`config.mk`:
```
export PLATFORM = sky130hd
export DESIGN_NAME = uart_rx_param
export DESIGN_NICKNAME = d
export VERILOG_FILES = /design/src/rtl/uart_rx_param.sv
export SDC_FILE = /design/constraint.sdc
export NUM_CORES = 1
export LEC_CHECK = 0
export CORE_MARGIN = 2
export CORE_UTILIZATION = 31
export DETAILED_ROUTE_END_ITERATION = 8
export PLACE_DENSITY = 0.5
export SETUP_SLACK_MARGIN = 0.15
export SLEW_MARGIN = 5
export SYNTH_ARGS = -nofsm -noshare
export SYNTH_HDL_FRONTEND = slang
export SYNTH_SLANG_ARGS = --single-unit
```
`constraint.sdc`:
```
create_clock -name clock -period 1.8 [get_ports clock]
set_input_delay 0.27 -clock clock [delete_from_list [all_inputs] [get_ports clock]]
set_output_delay 0.27 -clock clock [all_outputs]
set_load 0.005 [all_outputs]
```
`src/rtl/uart_rx_param.sv`:
```
// rtl/uart_rx_param.sv - parametrised UART receiver with parity, stop-bit, break and overrun handling
//
// Ports:
//   clock      system clock
//   reset      asynchronous, active-low reset
//   serial     asynchronous serial line, idle high
//   data       received word, bit 0 is the first bit on the line
//   valid      data and error flags are valid; held until accepted
//   ready      consumer accepts the word when valid && ready on a clock edge
//   parity_err parity mismatch for the held word (qualified by valid)
//   frame_err  a stop bit sampled low for the held word (qualified by valid)
//   overrun    one-cycle pulse: a completed word was dropped, holding register full
//   busy       receiver FSM is not idle
module uart_rx_param #(
    parameter int CLKS_PER_BIT = 16,
    parameter int DATA_BITS    = 8,
    parameter int PARITY_MODE  = 0,
    parameter int STOP_BITS    = 1
) (
    input  logic                 clock,
    input  logic                 reset,
    input  logic                 serial,
    output logic [DATA_BITS-1:0] data,
    output logic                 valid,
    input  logic                 ready,
    output logic                 parity_err,
    output logic                 frame_err,
    output logic                 overrun,
    output logic                 busy
);

    localparam int            CW       = $clog2(CLKS_PER_BIT);
    localparam logic [CW-1:0] MID      = CW'(CLKS_PER_BIT / 2);
    localparam logic [CW-1:0] LAST     = CW'(CLKS_PER_BIT - 1);
    localparam int            IW       = $clog2(DATA_BITS);
    localparam logic [IW-1:0] LAST_IDX = IW'(DATA_BITS - 1);
    localparam bit            TWO_STOP = (STOP_BITS == 2);
    localparam bit            HAS_PAR  = (PARITY_MODE != 0);
    localparam bit            ODD_PAR  = (PARITY_MODE == 2);

    typedef enum logic [2:0] {
        IDLE,
        START,
        DATA,
        PARITY,
        STOP,
        BREAK_WAIT
    } state_t;

    state_t state, state_next;

    logic                 sync_1, sync_2, rx_prev;
    logic                 rx, rx_fall;
    logic [CW-1:0]        cnt;
    logic [IW-1:0]        bit_idx;
    logic                 stop_idx;
    logic [DATA_BITS-1:0] shreg;
    logic                 par_err_r, frm_err_r;
    logic                 mid, last_stop, done, done_frame_err;

    assign rx        = sync_2;
    assign rx_fall   = rx_prev & ~rx;
    assign mid       = (cnt == MID);
    assign last_stop = !TWO_STOP || stop_idx;
    // Word completes on the mid-sample of the final stop bit.
    assign done      = (state == STOP) && mid && last_stop;
    // Includes the stop sample being taken this very cycle.
    assign done_frame_err = frm_err_r | ~rx;
    assign busy      = (state != IDLE);

    always_ff @(posedge clock or negedge reset) begin
        if (!reset) begin
            sync_1  <= 1'b1;
            sync_2  <= 1'b1;
            rx_prev <= 1'b1;
        end else begin
            sync_1  <= serial;
            sync_2  <= sync_1;
            rx_prev <= sync_2;
        end
    end

    always_ff @(posedge clock or negedge reset) begin
        if (!reset) begin
            state <= IDLE;
        end else begin
            state <= state_next;
        end
    end

    always_comb begin
        state_next = state;
        unique case (state)
            IDLE:       if (rx_fall) state_next = START;
            START:      if (mid) state_next = rx ? IDLE : DATA;
            DATA:       if (mid && bit_idx == LAST_IDX) state_next = HAS_PAR ? PARITY : STOP;
            PARITY:     if (mid) state_next = STOP;
            STOP:       if (done) state_next = done_frame_err ? BREAK_WAIT : IDLE;
            BREAK_WAIT: if (rx) state_next = IDLE;
            default:    state_next = IDLE;
        endcase
    end

    always_ff @(posedge clock or negedge reset) begin
        if (!reset) begin
            cnt       <= '0;
            bit_idx   <= '0;
            stop_idx  <= 1'b0;
            shreg     <= '0;
            par_err_r <= 1'b0;
            frm_err_r <= 1'b0;
        end else begin
            // Counter is parked at zero in IDLE so START always begins a fresh bit.
            if (state == IDLE || state_next == IDLE) begin
                cnt <= '0;
            end else if (cnt == LAST) begin
                cnt <= '0;
            end else begin
                cnt <= cnt + CW'(1);
            end

            unique case (state)
                START: begin
                    bit_idx   <= '0;
                    stop_idx  <= 1'b0;
                    par_err_r <= 1'b0;
                    frm_err_r <= 1'b0;
                end
                DATA: if (mid) begin
                    // LSB first: after DATA_BITS shifts the first bit sits in bit 0.
                    shreg   <= {rx, shreg[DATA_BITS-1:1]};
                    bit_idx <= bit_idx + IW'(1);
                end
                PARITY: if (mid) begin
                    par_err_r <= (^shreg) ^ rx ^ ODD_PAR;
                end
                STOP: if (mid) begin
                    if (!rx) frm_err_r <= 1'b1;
                    stop_idx <= 1'b1;
                end
                default: ;
            endcase
        end
    end

    always_ff @(posedge clock or negedge reset) begin
        if (!reset) begin
            data       <= '0;
            valid      <= 1'b0;
            parity_err <= 1'b0;
            frame_err  <= 1'b0;
            overrun    <= 1'b0;
        end else begin
            overrun <= 1'b0;
            if (done) begin
                if (!valid || ready) begin
                    data       <= shreg;
                    parity_err <= par_err_r;
                    frame_err  <= done_frame_err;
                    valid      <= 1'b1;
                end else begin
                    overrun <= 1'b1;
                end
            end else if (valid && ready) begin
                valid <= 1'b0;
            end
        end
    end

endmodule
```
==> run_results.csv <==
group,metric,value,unit
critical_path,cp_slowest_cell,"or3_4",
floorplanning,die_w,75.4,µm
placement,dpl-instance-area,0.00186,mm²
floorplanning,core,0.00482,mm²
power_and_ir_drop,total_power,2.22,mW
finish,final_cells,234,
routing,finalWirelength,3190,µm
timing,slew-limit-headroom,0.706,
routing,drtIter0Drc,52,
clock_network,max-clock-path-buffers,2,
finish,seq_area,883,µm²
finish,fillers,452,
grt,grt_start_max_net_pins,36,
synth,ys_types,35,
synth,synth-seq-cells,35,
floorplanning,pin_count,17,
timing,rsz0062_at_grt,"true",
finish,layout.nets,175,
clock_network,cts-root-buf,"clkbuf_8",
critical_path,path_buf_inv,2,
synth,synth.avg_cell_area,12.4,µm²
routing,drt-vias-per-instance,4.64,
critical_path,cp_top_family,"simple AND/OR/NAND/NOR gates",
finish,layout_common_cells,"dfrtp_1 (29), buf_4 (19), clkdlybuf4s50_1 (15)",
floorplanning,placement_rows,25,
placement,portBuffers,16,
grt,grt-ovfl-total,0,
timing,hold_violations,0,
placement,placedCellCount,213,
clock_network,tritoncts,"yes",
critical_path,cpPeakStageDelay,0.43,ns
routing,postRouteAntennaNets,0,
finish,finalCoreUtilization,0.451,
floorplanning,die_h,75.4,µm
finish,diodes,0,
routing,drc,0,
synth,synth_seq_area_share,0.557,
clock_network,htreeDepth,2,
timing,tightest_slew,0.440,ns
run_status,status,"finished, final reports clean",
routing,vias,1086,
critical_path,crit_path_max_fanout,7,
grt,grt_pass1_wl,5410,µm
clock_network,ctsHoldBuffers,0,
critical_path,worstSetupPathType,"reg2reg",
routing,dr.pass1.iters,4,
routing,avgRoutedWirePerCell,13.6,µm
clock_network,clk_pin_slew,0.07,ns
power_and_ir_drop,power_density,1020,mW/mm²
grt,track_usage,0.129,
critical_path,required,1.98,ns
finish,mostFrequentLayoutCell,"dfrtp_1",
placement,gp_congestion,0.754,
grt,antenna_found_initial,0,
power_and_ir_drop,leakage,1.03,nW
floorplanning,initial_utilization,0.328,
grt,grt_pass1_vias,1148,
finish,syn_to_final_growth,37.5,%
timing,slew_viol_final,0,
finish,drive_gt1_frac,0.401,
placement,place.detailed.hpwl,2030,µm
clock_network,cts_buffers,5,
critical_path,crit_chain,"inv_2 > ha_4 > nand4b_1 > or3_4 > buf_6 > mux2_4",
synth,syn_area,0.00158,mm²
critical_path,cp-start-kind,"flip-flop",
synth,yosys_warnings,0,
timing,max_clock_freq,575,MHz
finish,fin_area,0.00217,mm²
critical_path,critPathArrivalTime,1.92,ns
timing,finClkSkew,0.00445,ns
timing,fin_crit_sh,0.966,
floorplanning,die_area,0.00568,mm²
hold_path,min_path_type,"reg2reg",
synth,postSynthCellCount,127,
finish,multi_input_area,752,µm²
job,maxCapViolCount,0,
clock_network,insertion_delay,0.29,ns
timing,finalSetupViolations,0,
timing,layout_min_cycle_time,1.74,ns
power_and_ir_drop,max-vdd-ir-drop,622,µV
synth,syn_nets,135,
clock_network,cts_sinks,35,
critical_path,end_kind,"flip-flop",
-- logic make-up after synthesis --
logic type / count (synthesis) / synth area share
compound gates: 16 / 0.0641
simple gates: 37 / 0.128
mux: 17 / 0.131
buf+inv: 10 / 0.0356
fa+ha+maj: 4 / 0.0317
xor+xnor: 8 / 0.0530
flops: 35 / 0.557
-- metrics by stage --
step | hold WS, ns | TNS, ns | setup slack, ns
floorplan | -0.0256 | 0 | 0.0785
global placement | 0.347 | 0 | 0.0461
detailed placement | 0.348 | -0.0379 | -0.0165
CTS | 0.358 | 0 | 0.0907
global route | 0.359 | -0.0355 | -0.0101
finish | 0.357 | 0 | 0.0621
-- registers in the layout, indices dropped and copies added (netlist names) --
register / cells
bit_idx: 3
cnt: 4
data: 8
frame_err: 1
frm_err_r: 1
overrun: 1
par_err_r: 1
parity_err: 1
rx: 1
rx_prev: 1
shreg: 8
state: 3
sync_1: 1
valid: 1
-- cell type report --
class                   count  area share
clock inverters             1     0.00230
clock buffers               6      0.0380
repair buffers             38       0.160
flip-flops and latches     35       0.406
inverters                   5     0.00864
well taps                  67      0.0386
multi-input cells          82       0.346
-- cells in the mapped netlist --
master	number	share of area
a21oi_1	2	0.0063
o221ai_1	1	0.0055
nor4_1	1	0.0040
and3_1	1	0.0040
o31ai_1	1	0.0048
xnor2_1	7	0.039
nor3b_1	2	0.0095
nor2b_1	1	0.0040
and3b_2	1	0.0063
ha_1	4	0.032
nand2_1	4	0.0095
or2_2	1	0.0040
nand3_1	5	0.016
dfrtp_1	32	0.51
nand4_1	1	0.0040
nor3_1	4	0.013
or3_1	1	0.0040
mux2_4	4	0.038
o21a_1	1	0.0048
a211oi_1	1	0.0048
nand3b_1	1	0.0048
and2_1	3	0.012
nand2b_1	3	0.012
dfstp_2	3	0.050
a22o_1	1	0.0055
a221o_1	1	0.0063
nand4b_1	1	0.0055
buf_6	2	0.014
xnor3_1	1	0.014
o22ai_1	1	0.0040
buf_2	3	0.0095
inv_1	5	0.012
nor2_1	7	0.017
mux2_2	13	0.093
o21ai_0	7	0.022
-- power by group --
group	leakage, nW	switching (mW)	internal (mW)	total, mW
registers	0.467	0.0604	0.856	0.916
clock network	0.0470	0.283	0.300	0.583
logic	0.517	0.342	0.377	0.719
-- routing by layer --
layer / vias to the layer above / track usage / share of wire / wire (µm)
met1: 533 / 0.155 / 0.45 / 1440
met4: 0 / 0.0741 / 0.021 / 68
li1: 519 / - / - / -
met3: 7 / 0.0344 / 0.044 / 140
met2: 27 / 0.209 / 0.48 / 1540
met5: - / 0 / 0 / 0
-- worst paths after layout --
check                        from  endpoint  slack (ns)  cells past startpoint
min in group asynchronous   reset   data[1]        0.38                      2
max in group asynchronous   reset   rx_prev        1.07                      2
setup / recovery           cnt[1]  shreg[5]        0.06                      6
hold / removal             sync_1        rx        0.36                      0
hold reg to reg            sync_1        rx        0.36                      0
setup reg to reg           cnt[1]  shreg[5]        0.06                      6
-- what timing repair did --
item | 4_1_cts | 5_1_grt
hold endpoints to repair | 0 | 0
endpoints found under the setup margin | 22 | 28
buffers inserted | 8 | 5
gates cloned | 0 | 1
pin swaps | 7 | 4
resized for setup | 12 | 21
(Power assumes the default switching activity.)
